===== config.mk =====
export PLATFORM = sky130hd
export DESIGN_NAME = fifo_write_relay_flat
export DESIGN_NICKNAME = d
export VERILOG_FILES = /design/src/rtl/fifo_relay_pkg.sv /design/src/rtl/fifo_write_relay_if.sv /design/src/rtl/relay_shift_reg.sv /design/src/rtl/fifo_write_relay.sv /design/src/flat_wrapper.sv
export SDC_FILE = /design/constraint.sdc
export NUM_CORES = 1
export LEC_CHECK = 0
export BUFFER_PORTS_ARGS = -buffer_cell sky130_fd_sc_hd__buf_2
export CAP_MARGIN = 20
export CORE_ASPECT_RATIO = 0.6
export CORE_MARGIN = 2
export CORE_UTILIZATION = 30
export DETAILED_ROUTE_END_ITERATION = 6
export GPL_TIMING_DRIVEN = 0
export PLACE_DENSITY = 0.54
export SYNTH_ARGS = -nofsm -noshare
export SYNTH_HDL_FRONTEND = slang
export SYNTH_SLANG_ARGS = --single-unit
export TNS_END_PERCENT = 1

===== constraint.sdc =====
create_clock -name clk -period 1.8 [get_ports clk]
set_input_delay 0.36 -clock clk [delete_from_list [all_inputs] [get_ports clk]]
set_output_delay 0.36 -clock clk [all_outputs]
set_load 0.005 [all_outputs]

===== src/rtl/fifo_relay_pkg.sv =====
//------------------------------------------------------------------------------
// fifo_relay_pkg - shared state encoding and grace-period helper for fifo relays
// Rev 1.0
//------------------------------------------------------------------------------
`default_nettype none

package fifo_relay_pkg;

   typedef enum logic [1:0] {
      FLUSH = 2'd0,
      RUN   = 2'd1,
      HOLD  = 2'd2
   } relay_state_t;

   // Smallest downstream slack that absorbs a full write/full_n round trip.
   function automatic int min_grace(input int level);
      return 2 * level;
   endfunction

endpackage

`default_nettype wire


===== src/rtl/fifo_write_relay_if.sv =====
//------------------------------------------------------------------------------
// fifo_write_relay_if - upstream FWFT read port plus downstream write port
// Rev 1.0
//------------------------------------------------------------------------------
`default_nettype none

interface fifo_write_relay_if #(
   parameter int DATA_WIDTH = 32
) ();

   logic                  in_empty_n;
   logic                  in_read;
   logic [DATA_WIDTH-1:0] in_dout;
   logic                  out_write;
   logic [DATA_WIDTH-1:0] out_din;
   logic                  out_full_n;

   modport master (
      input  in_empty_n,
      input  in_dout,
      input  out_full_n,
      output in_read,
      output out_write,
      output out_din
   );

   modport slave (
      output in_empty_n,
      output in_dout,
      output out_full_n,
      input  in_read,
      input  out_write,
      input  out_din
   );

endinterface

`default_nettype wire


===== src/rtl/relay_shift_reg.sv =====
//------------------------------------------------------------------------------
// relay_shift_reg - synchronous-reset register chain, all taps exposed
// Rev 1.0
//------------------------------------------------------------------------------
`default_nettype none

module relay_shift_reg #(
   parameter int               WIDTH     = 1,
   parameter int               STAGES    = 1,
   parameter logic [WIDTH-1:0] RESET_VAL = '0
) (
   input  logic                           clk,
   input  logic                           reset,
   input  logic [WIDTH-1:0]               d,
   output logic [STAGES-1:0][WIDTH-1:0]   q
);

   logic [STAGES-1:0][WIDTH-1:0] r_pipe;

   always_ff @(posedge clk) begin
      if (reset) begin
         for (int k = 0; k < STAGES; k++) begin
            r_pipe[k] <= RESET_VAL;
         end
      end else begin
         r_pipe[0] <= d;
         for (int k = 1; k < STAGES; k++) begin
            r_pipe[k] <= r_pipe[k-1];
         end
      end
   end

   assign q = r_pipe;

endmodule

`default_nettype wire


===== src/rtl/fifo_write_relay.sv =====
//------------------------------------------------------------------------------
// fifo_write_relay - drains an FWFT FIFO into a distant almost-full FIFO write port
// Rev 1.0
//------------------------------------------------------------------------------
`default_nettype none

module fifo_write_relay
   import fifo_relay_pkg::*;
#(
   parameter int DATA_WIDTH   = 32,
   parameter int LEVEL        = 2,
   parameter int GRACE_PERIOD = 4,
   parameter int CNT_WIDTH    = 8
) (
   input  logic               clk,
   input  logic               reset,
   fifo_write_relay_if.master bus,
   output logic               overflow_err,
   output logic               busy
);

   localparam int                   c_FLUSH_W    = (LEVEL > 1) ? $clog2(LEVEL) : 1;
   localparam logic [c_FLUSH_W-1:0] c_FLUSH_LAST = c_FLUSH_W'(LEVEL - 1);
   localparam logic [CNT_WIDTH-1:0] c_GRACE      = CNT_WIDTH'(GRACE_PERIOD);
   localparam logic [CNT_WIDTH-1:0] c_CNT_MAX    = '1;

   if (LEVEL < 1 || GRACE_PERIOD < min_grace(LEVEL) ||
       GRACE_PERIOD + 1 > (2 ** CNT_WIDTH) - 1) begin : g_param_check
      $error("fifo_write_relay: illegal LEVEL/GRACE_PERIOD/CNT_WIDTH combination");
   end

   relay_state_t                    r_state;
   relay_state_t                    w_state_nxt;
   logic [c_FLUSH_W-1:0]            r_flush_cnt;
   logic                            w_in_read;
   logic                            w_fn;
   logic                            w_out_write;
   logic [DATA_WIDTH-1:0]           w_data_d;
   logic [LEVEL-1:0][0:0]           w_valid_q;
   logic [LEVEL-1:0][DATA_WIDTH-1:0] w_data_q;
   logic [LEVEL-1:0][0:0]           w_full_q;
   logic [CNT_WIDTH-1:0]            r_credit;
   logic                            r_overflow;
   logic                            w_unused_taps;

   // Backward path: full_n resets to 0 so nothing is read until real samples arrive.
   relay_shift_reg #(.WIDTH(1), .STAGES(LEVEL), .RESET_VAL(1'b0)) u_full_pipe (
      .clk   (clk),
      .reset (reset),
      .d     (bus.out_full_n),
      .q     (w_full_q)
   );

   relay_shift_reg #(.WIDTH(1), .STAGES(LEVEL), .RESET_VAL(1'b0)) u_valid_pipe (
      .clk   (clk),
      .reset (reset),
      .d     (w_in_read),
      .q     (w_valid_q)
   );

   relay_shift_reg #(.WIDTH(DATA_WIDTH), .STAGES(LEVEL), .RESET_VAL('0)) u_data_pipe (
      .clk   (clk),
      .reset (reset),
      .d     (w_data_d),
      .q     (w_data_q)
   );

   assign w_fn          = w_full_q[LEVEL-1][0];
   assign w_data_d      = w_in_read ? bus.in_dout : w_data_q[0];
   assign w_out_write   = w_valid_q[LEVEL-1][0];
   assign w_unused_taps = ^{w_full_q, w_data_q};

   always_ff @(posedge clk) begin
      if (reset) begin
         r_state     <= FLUSH;
         r_flush_cnt <= '0;
      end else begin
         r_state <= w_state_nxt;
         if (r_state == FLUSH) begin
            r_flush_cnt <= r_flush_cnt + c_FLUSH_W'(1);
         end
      end
   end

   always_comb begin
      w_state_nxt = r_state;
      w_in_read   = 1'b0;
      case (r_state)
         FLUSH: begin
            if (r_flush_cnt == c_FLUSH_LAST) begin
               w_state_nxt = RUN;
            end
         end
         RUN: begin
            w_in_read = bus.in_empty_n & w_fn;
            if (!w_fn) begin
               w_state_nxt = HOLD;
            end
         end
         HOLD: begin
            if (w_fn) begin
               w_state_nxt = RUN;
            end
         end
         default: w_state_nxt = FLUSH;
      endcase
   end

   // Counts writes landing while the far end reports full; more than the slack is a bug.
   always_ff @(posedge clk) begin
      if (reset) begin
         r_credit   <= '0;
         r_overflow <= 1'b0;
      end else if (bus.out_full_n) begin
         r_credit <= '0;
      end else if (w_out_write) begin
         if (r_credit != c_CNT_MAX) begin
            r_credit <= r_credit + CNT_WIDTH'(1);
         end
         if (r_credit == c_GRACE) begin
            r_overflow <= 1'b1;
         end
      end
   end

   assign bus.in_read   = w_in_read;
   assign bus.out_write = w_out_write;
   assign bus.out_din   = w_data_q[LEVEL-1];
   assign overflow_err  = r_overflow;
   assign busy          = |w_valid_q;

endmodule

`default_nettype wire


===== src/flat_wrapper.sv =====
// flat-port wrapper written by rule: the top's interface ports become plain ports
module fifo_write_relay_flat import fifo_relay_pkg::*;
#(
   parameter int DATA_WIDTH   = 32,
   parameter int LEVEL        = 2,
   parameter int GRACE_PERIOD = 4,
   parameter int CNT_WIDTH    = 8
)
  (clk, reset, overflow_err, busy, bus_in_empty_n, bus_in_dout, bus_out_full_n, bus_in_read, bus_out_write, bus_out_din);
  fifo_write_relay_if #(.DATA_WIDTH(DATA_WIDTH)) bus_i ();
  input  logic clk;
  input  logic reset;
  output logic overflow_err;
  output logic busy;
  input wire logic [$bits(bus_i.in_empty_n)-1:0] bus_in_empty_n;
  input wire logic [$bits(bus_i.in_dout)-1:0] bus_in_dout;
  input wire logic [$bits(bus_i.out_full_n)-1:0] bus_out_full_n;
  output wire logic [$bits(bus_i.in_read)-1:0] bus_in_read;
  output wire logic [$bits(bus_i.out_write)-1:0] bus_out_write;
  output wire logic [$bits(bus_i.out_din)-1:0] bus_out_din;
  assign bus_i.in_empty_n = bus_in_empty_n;
  assign bus_i.in_dout = bus_in_dout;
  assign bus_i.out_full_n = bus_out_full_n;
  assign bus_in_read = bus_i.in_read;
  assign bus_out_write = bus_i.out_write;
  assign bus_out_din = bus_i.out_din;
  fifo_write_relay #(.DATA_WIDTH(DATA_WIDTH), .LEVEL(LEVEL), .GRACE_PERIOD(GRACE_PERIOD), .CNT_WIDTH(CNT_WIDTH)) u_core (.clk(clk), .reset(reset), .bus(bus_i), .overflow_err(overflow_err), .busy(busy));
endmodule

==> key figures, run 1 <==
GRT
  • Number of global-route vias before repair: around 2000
  • First-pass GRT wire length: 9850 µm
  • Initial antenna violation count: 0
  • GR Overflow Total: 0
  • GRT Util Overall: 0.123
  • Largest net degree at the start of global routing: 13

Power and ir drop
  • Power Density: 1030 nW/µm²
  • P_leak: 1.62 nW
  • Tot Pwr: 3.87 mW
  • Max rail drop VDD: around 440 µV

Clock tree
  • Clock latency on the worst-skew pair: roughly 0.33 ns
  • CTS Hold Bufs: 0
  • H-tree depth: 3
  • Max Buffers Root-to-Sink: 2
  • CTS Buf Count: 9
  • CTS root buf: clkbuf_16
  • Sink Count: 80
  • CTS tree: done
  • Clock Pin Slew Worst Setup and Hold Paths: about 0.060 ns

Synth
  • Net count after synthesis: between 300 and 400
  • Netlist cell types: 34
  • EDFF count, synth: 0
  • Synth async-reset ratio: 0
  • Synth Cell Area: 2920 µm²
  • Seq cells post-synth: 80
  • Dominant synthesized flop cell: dfxtp_1
  • Yosys warns: 0
  • Seq/Total Area, Yosys: 0.549
  • Syn Inst Count: roughly 320
  • Average cell area after synthesis: 9.20 µm²

Setup path
  • CP Max Fanout: 10
  • CP Capture Type: primary output
  • WP data required: 1.44 ns
  • Type of the worst setup path: reg -> out
  • Crit path DAT: 1.35 ns
  • Worst setup SP type: flop

Cells and area
  • Commonest non-fill, non-tap cell in the layout: dfxtp_1
  • Area grow syn2layout: 28.9%
  • ANT cells: 0
  • Register area: 1600 µm²
  • Finished Cell Area: approximately 3800 µm²
  • Share of layout cells above drive strength 1: 0.323
  • Nets@finish: 440
  • Commonest non-fill, non-tap cells in the layout: dfxtp_1 (79), nand2_1 (74), buf_2 (74)
  • Fill count: about 1000
  • Multi-input gate area: 1000 µm²

Place
  • DP Area: 3440 µm²
  • Gpl congestion: about 0.79
  • Port Buffers: 71
  • Place WS: about 0.13 ns
  • Post-DP HPWL: 4380 µm

Floorplan
  • Rows: 27
  • I/O pin count: 72
  • CORE AREA: 9320 µm²
  • Die Wd: 131 µm
  • Die Ht: between 80 and 90 µm
  • Die area: approximately 11000 µm²
  • Starting Density: 0.313

Min path
  • Worst Hold Class: in -> reg

STA
  • Highest clock rate: 584 MHz
  • Worst clock skew: 0.00413 ns
  • Hold slack: between 0.2 and 0.3 ns
  • Final Hold Fails: 0
  • Fin crit period: 1.71 ns
  • Setup tns final: 0 ns
  • Worst slew pin tran: around 0.58 ns
  • Final worst path period share: 0.952
  • RSZ-0062 raised after global routing: no
  • Final Setup Violations: 0
  • Worst slew margin: 0.610
  • Final Max Tran Viols: 0
  • Final worst slack: 0.0862 ns

Routing
  • Post-route ant nets: 0
  • Drt total wl: 6180 µm
  • Iteration-0 DRC Markers: 89
  • DRC Markers: 0
  • Via count: around 2300
  • TritonRoute pass-1 iters: 4
  • Vias/cell: 4.23
  • WL/cell: 11.5 µm

Run
  • MaxCap Viol Count: 0

Status
  • Status: finished clean
flip-flops by register name (all words and copies together), names as in the netlist:
signal and count:
u_core.u_data_pipe.q 64, u_core.r_credit 8, u_core.r_state 2, u_core.u_full_pipe.q 2
u_core.u_valid_pipe.q 2, u_core.overflow_err 1, u_core.r_flush_cnt 1
metal layers:
metal,global-route usage,vias up,wire length [µm]
met2,0.188,72,2650
met4,0.0359,0,24
li1,-,1167,-
met3,0.0492,4,397
met1,0.160,1023,3110
met5,0,-,0
power by group:
part	switching (mW)	internal [mW]	total (mW)
clock network	0.665	1.10	1.77
registers	0.0482	1.82	1.87
logic	0.107	0.119	0.226
total	0.820	3.05	3.87
Yosys cell counts, types with 2 or more instances:
library cell	instances	area share
or3_1	4	0.0086
o21ai_0	2	0.0034
buf_2	3	0.0051
nor2_1	3	0.0039
ha_1	2	0.0086
nand4_1	3	0.0064
and3_1	2	0.0043
nor2b_1	36	0.077
a211oi_1	3	0.0077
mux2i_1	5	0.017
a21oi_1	37	0.063
nor3_1	2	0.0034
inv_1	2	0.0026
buf_4	35	0.090
clkbuf_1	7	0.0090
nand2_1	74	0.095
dfxtp_1	80	0.55
worst paths after layout:
kind	endpoint	slack, ns	startpoint	cells past startpoint
min	u_core.u_data_pipe.q[15]	0.27	bus_in_dout[15]	3
max reg2reg	u_core.r_credit[6]	0.28	u_core.r_credit[1]	4
max	bus_in_read	0.09	u_core.r_state[1]	4
min reg2reg	u_core.u_full_pipe.q[1]	0.45	u_core.u_full_pipe.q[0]	1
kinds of logic after synthesis:
kind of cell             Yosys count  synth area share
AO/OA/AOI/OAI                     46            0.0875
XOR/XNOR                           1           0.00300
buffers and inverters             50             0.111
multiplexers                       5            0.0172
flip-flops                        80             0.549
adder cells (fa/ha/maj)            2           0.00857
AND/OR/NAND/NOR                  133             0.224
cell type report:
type	count	share of cell area
clock inverter	3	0.0113
multi-input combinational	187	0.267
timing repair buffer	74	0.100
buffer	46	0.0819
clock buffer	12	0.0656
inverter	4	0.00466
sequential	80	0.426
tap	130	0.0433
repair_timing:
action                     in CTS  in global routing
setup endpoints to repair       1                  1
gates resized for setup         2                  1
setup buffers                   0                  3
worst max-delay path, stage by stage (launching register included):
cell	delay [ns]
dfxtp_1	0.36
nand4b_4	0.24
inv_4	0.12
buf_4	0.18
buf_2	0.13
through the flow:
stage          utilization  cells
2_1_floorplan            -    317
3_3_place_gp         0.368    518
3_5_place_dp         0.368    518
4_1_cts              0.401    533
5_1_grt              0.403    536
6_report             0.403    536
Note: power is estimated with default switching activity, not from simulation.
==> inputs of run 2 (changes only) <==
--- a/config.mk
+++ b/config.mk
@@ -5,14 +5,15 @@
 export SDC_FILE = /design/constraint.sdc
 export NUM_CORES = 1
 export LEC_CHECK = 0
+export ABC_AREA = 1
 export BUFFER_PORTS_ARGS = -buffer_cell sky130_fd_sc_hd__buf_2
 export CAP_MARGIN = 20
 export CORE_ASPECT_RATIO = 0.6
 export CORE_MARGIN = 2
 export CORE_UTILIZATION = 30
 export DETAILED_ROUTE_END_ITERATION = 6
-export GPL_TIMING_DRIVEN = 0
 export PLACE_DENSITY = 0.54
+export SETUP_SLACK_MARGIN = 0.05
 export SYNTH_ARGS = -nofsm -noshare
 export SYNTH_HDL_FRONTEND = slang
 export SYNTH_SLANG_ARGS = --single-unit
==> run 2 against run 1 <==
Effect of this change:
- clock skew grew 0.0024 ns
- synthesized cell count rose by 12%
- critical path depth fell by 1
- wire length decreased by 5.4%
- largest power group is now the clock network
==> key figures, run 2 <==
Status
  • Status: finished clean

STA
  • Final Max Tran Viols: 0
  • Final Setup Violations: 0
  • Final Hold Fails: 0
  • Fin crit period: 1.54 ns
  • Worst slew margin: 0.757
  • Worst slew pin tran: 0.364 ns
  • RSZ-0062 raised after global routing: no
  • Final worst slack: 0.263 ns
  • Worst clock skew: about 0.0065 ns
  • Final worst path period share: 0.854
  • Highest clock rate: 651 MHz
  • Setup tns final: 0 ns

Routing
  • Drt total wl: just under 6000 µm
  • Post-route ant nets: 0
  • Vias/cell: 4.10
  • DRC Markers: 0
  • Iteration-0 DRC Markers: 159
  • TritonRoute pass-1 iters: 4
  • WL/cell: 10.9 µm
  • Via count: 2196

Setup path
  • Type of the worst setup path: reg -> out
  • CP Capture Type: primary output
  • R2R depth: 6
  • CP Max Fanout: 10
  • WP data required: 1.44 ns
  • Worst setup SP type: flop
  • Crit path DAT: 1.18 ns

Cells and area
  • Nets@finish: 434
  • Register area: 1600 µm²
  • Max FFs per register: 64
  • ANT cells: 0
  • Multi-input gate area: between 800 and 900 µm²
  • Area grow syn2layout: 19.4%
  • Share of layout cells above drive strength 1: 0.257
  • Fin util: 0.363
  • Fill count: 1044
  • Commonest non-fill, non-tap cell in the layout: dfxtp_1
  • Commonest non-fill, non-tap cells in the layout: dfxtp_1 (80), buf_2 (71), inv_1 (54), nand2_1 (54), a21oi_1 (39)

Floorplan
  • I/O pin count: 72
  • Die Ht: a little over 80 µm
  • Die Wd: 132 µm
  • CORE AREA: 9740 µm²
  • Starting Density: 0.304
  • Die area: 10700 µm²
  • Rows: 28

Place
  • Post-DP HPWL: 4110 µm
  • Port Buffers: between 70 and 80
  • Gpl congestion: 0.792
  • Place WS: approximately 0.43 ns

GRT
  • GRT Util Overall: 0.119
  • First-pass GRT wire length: 9720 µm
  • Number of global-route vias before repair: 2068
  • Initial antenna violation count: 0
  • GR Overflow Total: 0
  • Largest net degree at the start of global routing: 34

Synth
  • Dominant synthesized flop cell: dfxtp_1
  • Netlist cell types: 21
  • Share of the synthesized area in the top cell type: 0.541
  • Top area cells in the synthesized netlist: dfxtp_1 (54%), buf_4 (8.4%), inv_1 (6.8%)
  • Yosys warns: 0
  • Seq cells post-synth: 80
  • Dominant cell type by area after synthesis: dfxtp_1
  • Synth Cell Area: 2960 µm²
  • Syn Inst Count: 354
  • Synth cell count leaders: dfxtp_1 (80), inv_1 (54), nand2_1 (54), a21oi_1 (39), buf_4 (33)
  • Cell with the most instances after synthesis: dfxtp_1
  • Net count after synthesis: slightly below 400
  • Synth async-reset ratio: 0
  • Average cell area after synthesis: between 8 and 9 µm²
  • Seq/Total Area, Yosys: 0.541
  • EDFF count, synth: 0

Clock tree
  • Sink Count: 80
  • Post_cts resized: 0
  • CTS root buf: clkbuf_16
  • CTS Hold Bufs: 0
  • H-tree depth: 3
  • CTS tree: done
  • Clock latency on the worst-skew pair: 0.33 ns
  • Postcts setup bufs: 0
  • CTS Buf Count: 9
  • Clock Pin Slew Worst Setup and Hold Paths: 0.06 ns
  • Max Buffers Root-to-Sink: 2

Min path
  • Worst Hold Class: in -> reg
  • Hold-critical path depth: 3

Power and ir drop
  • P_leak: between 1.5 and 2 nW
  • Power Density: around 1100 nW/µm²
  • Max rail drop VDD: 466 µV

Run
  • MaxCap Viol Count: 0
==> run 2: kinds of logic after synthesis <==
| logic type | Yosys count | synth area share |
|---|---|---|
| AOI/OAI and AO/OA | 41 | 0.0693 |
| buffers and inverters | 102 | 0.183 |
| and+or+nand+nor | 129 | 0.198 |
| adders and majority gates | 2 | 0.00846 |
| DFF | 80 | 0.541 |
==> run 2: final timing paths <==
kind	startpoint	to	slack, ns
hold / removal	bus_out_full_n	u_core.u_full_pipe.q[0]	0.27
setup / recovery	u_core.u_valid_pipe.q[1]	busy	0.26
hold reg to reg	u_core.u_full_pipe.q[0]	u_core.u_full_pipe.q[1]	0.41
setup reg to reg	u_core.r_credit[0]	u_core.r_credit[0]	0.41
==> run 2: power by group <==
part / internal, mW / switching (mW) / total [mW]
clock: 1.29 / 0.703 / 2.00
sequential: 1.80 / 0.0118 / 1.81
combinational: 0.0649 / 0.101 / 0.166
==> run 2: final cells by class <==
class                   instances  share of cell area
clock buffers                  12              0.0726
clock inverters                 4              0.0216
inverters                      56              0.0599
multi-input cells             172               0.231
flip-flops and latches         80               0.453
well taps                     135              0.0478
repair buffers                 77               0.113
==> run 2: through the flow <==
| step | hold WS, ns | instances | total power, mW | cell area [µm²] |
|---|---|---|---|---|
| floorplan | 0.388 | 354 | 1.95 | 2960 |
| global placement | 0.397 | 520 | 2.02 | 3200 |
| detailed placement | 0.406 | 520 | 2.02 | 3200 |
| CTS | 0.260 | 536 | 4.03 | 3530 |
| global route | 0.264 | 536 | 4.13 | 3530 |
| finish | 0.272 | 536 | 3.97 | 3530 |
==> run 2: per-layer routing <==
metal	global-route usage	vias to the layer above	wire length, µm
li1	-	1150	-
met1	0.142	971	2840
met2	0.186	68	2460
met3	0.0593	7	467
met4	0.0473	0	76
met5	0	-	0
==> run 2: critical path, cell delays in order (launching register included) <==
cell	delay [ns]
dfxtp_1	0.53
inv_1	0.14
nand2_1	0.07
buf_2	0.10
==> inputs of run 3 (changes only) <==
--- a/config.mk
+++ b/config.mk
@@ -12,7 +12,7 @@
 export CORE_MARGIN = 2
 export CORE_UTILIZATION = 30
 export DETAILED_ROUTE_END_ITERATION = 6
-export PLACE_DENSITY = 0.54
+export PLACE_DENSITY_LB_ADDON = 0.05
 export SETUP_SLACK_MARGIN = 0.05
 export SYNTH_ARGS = -nofsm -noshare
 export SYNTH_HDL_FRONTEND = slang
==> run 3 against run 2 <==
Effect of this change:
- sequential cell count unchanged
- non-clock buffer count decreased by 2
- wire length increased by 2.0%
- hold slack improved by 0.011 ns
- sequential power about the same
- design area decreased by 1.5%
- maximum frequency decreased by 5.5%
- first-iteration DRC count decreased by 58%
- largest power group is now sequential cells
==> key figures, run 3 (same netlist as run 2, synthesis figures left out) <==
Min path
  • Worst Hold Class: in -> reg

Routing
  • TritonRoute pass-1 iters: 4
  • Via count: approximately 2100
  • DRC Markers: 0
  • WL/cell: 11.2 µm
  • Post-route ant nets: 0
  • Iteration-0 DRC Markers: 67
  • Vias/cell: ~4
  • Drt total wl: 5960 µm

Setup path
  • WP data required: 1.44 ns
  • CP Capture Type: primary output
  • Setup slack, reg-to-reg: approximately 0.43 ns
  • Worst setup SP type: flop
  • Crit path DAT: roughly 1.3 ns
  • CP max stage cell: dfxtp_1
  • CP Max Fanout: 18
  • Type of the worst setup path: reg -> out
  • Worst-path cell chain: nand2_2 -> nor2_4 -> buf_2
  • Crit-path max cell delay: 0.36 ns

Run
  • MaxCap Viol Count: 0

Clock tree
  • CTS tree: done
  • Post_cts resized: 0
  • CTS root buf: clkbuf_16
  • H-tree depth: 3
  • Max Buffers Root-to-Sink: 2
  • Sink Count: 80
  • CTS Hold Bufs: 0
  • Clock Pin Slew Worst Setup and Hold Paths: 0.06 ns
  • CTS Buf Count: 9
  • Clock latency on the worst-skew pair: 0.33 ns
  • Postcts setup bufs: 0

STA
  • Final Max Tran Viols: 0
  • RSZ-0062 raised after global routing: no
  • Final worst path period share: 0.904
  • Fin crit period: 1.63 ns
  • Highest clock rate: 615 MHz
  • Worst clock skew: between 0.007 and 0.008 ns
  • Worst slew pin tran: 0.384 ns
  • Worst slew margin: 0.743
  • Final Setup Violations: 0
  • Setup tns final: 0 ns
  • Final Hold Fails: 0

Cells and area
  • ANT cells: 0
  • Finished Cell Area: 3480 µm²
  • Max FFs per register: 64
  • Nets@finish: 432
  • Commonest non-fill, non-tap cell in the layout: dfxtp_1
  • Share of layout cells above drive strength 1: 0.252
  • Area grow syn2layout: 17.6%
  • Fin util: 0.357
  • Fill count: 1093
  • Commonest non-fill, non-tap cells in the layout: dfxtp_1 (80), buf_2 (71), inv_1 (54), nand2_1 (54), a21oi_1 (39)

GRT
  • GRT Util Overall: 0.123
  • Largest net degree at the start of global routing: 34
  • GR Overflow Total: 0
  • First-pass GRT wire length: about 10000 µm
  • Initial antenna violation count: 1
  • Number of global-route vias before repair: 2016

Floorplan
  • Starting Density: 0.304
  • Die Ht: 80.9 µm
  • Die area: between 10000 and 15000 µm²
  • Rows: 28
  • I/O pin count: 72
  • CORE AREA: slightly below 10000 µm²
  • Die Wd: between 100 and 150 µm

Place
  • Post-DP HPWL: 4030 µm
  • Port Buffers: 71
  • Gpl congestion: between 0.6 and 0.7
  • DP Area: 3180 µm²

Power and ir drop
  • Max rail drop VDD: roughly 450 µV
  • Tot Pwr: between 3 and 4 mW
  • Power Density: roughly 1100 nW/µm²
  • P_leak: 1.80 nW

Status
  • Status: finished clean
[run 3: cell types whose count changed in the layout (fill, tap and decap cells not counted), sizes merged]
| cell | previous run | this run |
|---|---|---|
| clkbuf | 12 | 11 |
| bufinv | 2 | 1 |
| buf | 77 | 75 |
[run 3: through the flow]
stage / hold slack (ns) / setup slack [ns] / cells
after global placement: 0.402 / 0.411 / 518
after detailed placement: 0.396 / 0.437 / 518
final: 0.283 / 0.173 / 532
after CTS: 0.262 / 0.129 / 532
after floorplan: 0.388 / 0.599 / 354
after global routing: 0.278 / 0.0714 / 532
[run 3: critical path: cells and delay by family, from the launching register on]
family                 cells  cell delay, ns
buffers and inverters      1            0.14
DFF                        1            0.36
and+or+nand+nor            2            0.43
[run 3: layout make-up]
class	count	area [µm²]	share of cell area
inverters	56	211	0.0608
flip-flops and latches	80	1600	0.460
well taps	135	169	0.0485
multi-input cells	172	817	0.235
clock buffers	11	253	0.0726
clock inverters	3	42.5	0.0122
repair buffers	75	385	0.111
[run 3: metal layers]
layer | global-route usage | vias to the layer above | share of wire
met4 | 0.0452 | 0 | 0.0057
met1 | 0.170 | 936 | 0.53
met2 | 0.165 | 57 | 0.40
li1 | - | 1145 | -
met5 | 0 | - | 0
met3 | 0.0556 | 4 | 0.066
[run 3: path summary, 6_finish.rpt]
kind                           startpoint                  endpoint  cells past startpoint
setup / recovery        u_core.r_state[0]               bus_in_read                      3
hold / removal            bus_in_dout[24]  u_core.u_data_pipe.q[24]                      3
setup reg to reg       u_core.r_credit[0]        u_core.r_credit[3]                      6
hold reg to reg   u_core.u_full_pipe.q[0]   u_core.u_full_pipe.q[1]                      2
[run 3: power breakdown]
part | internal [mW] | leakage [nW] | switching (mW) | total, mW
logic | 0.0596 | 1.01 | 0.101 | 0.161
clock network | 1.13 | 0.143 | 0.667 | 1.80
registers | 1.80 | 0.646 | 0.0112 | 1.81
total | 2.99 | 1.80 | 0.780 | 3.77
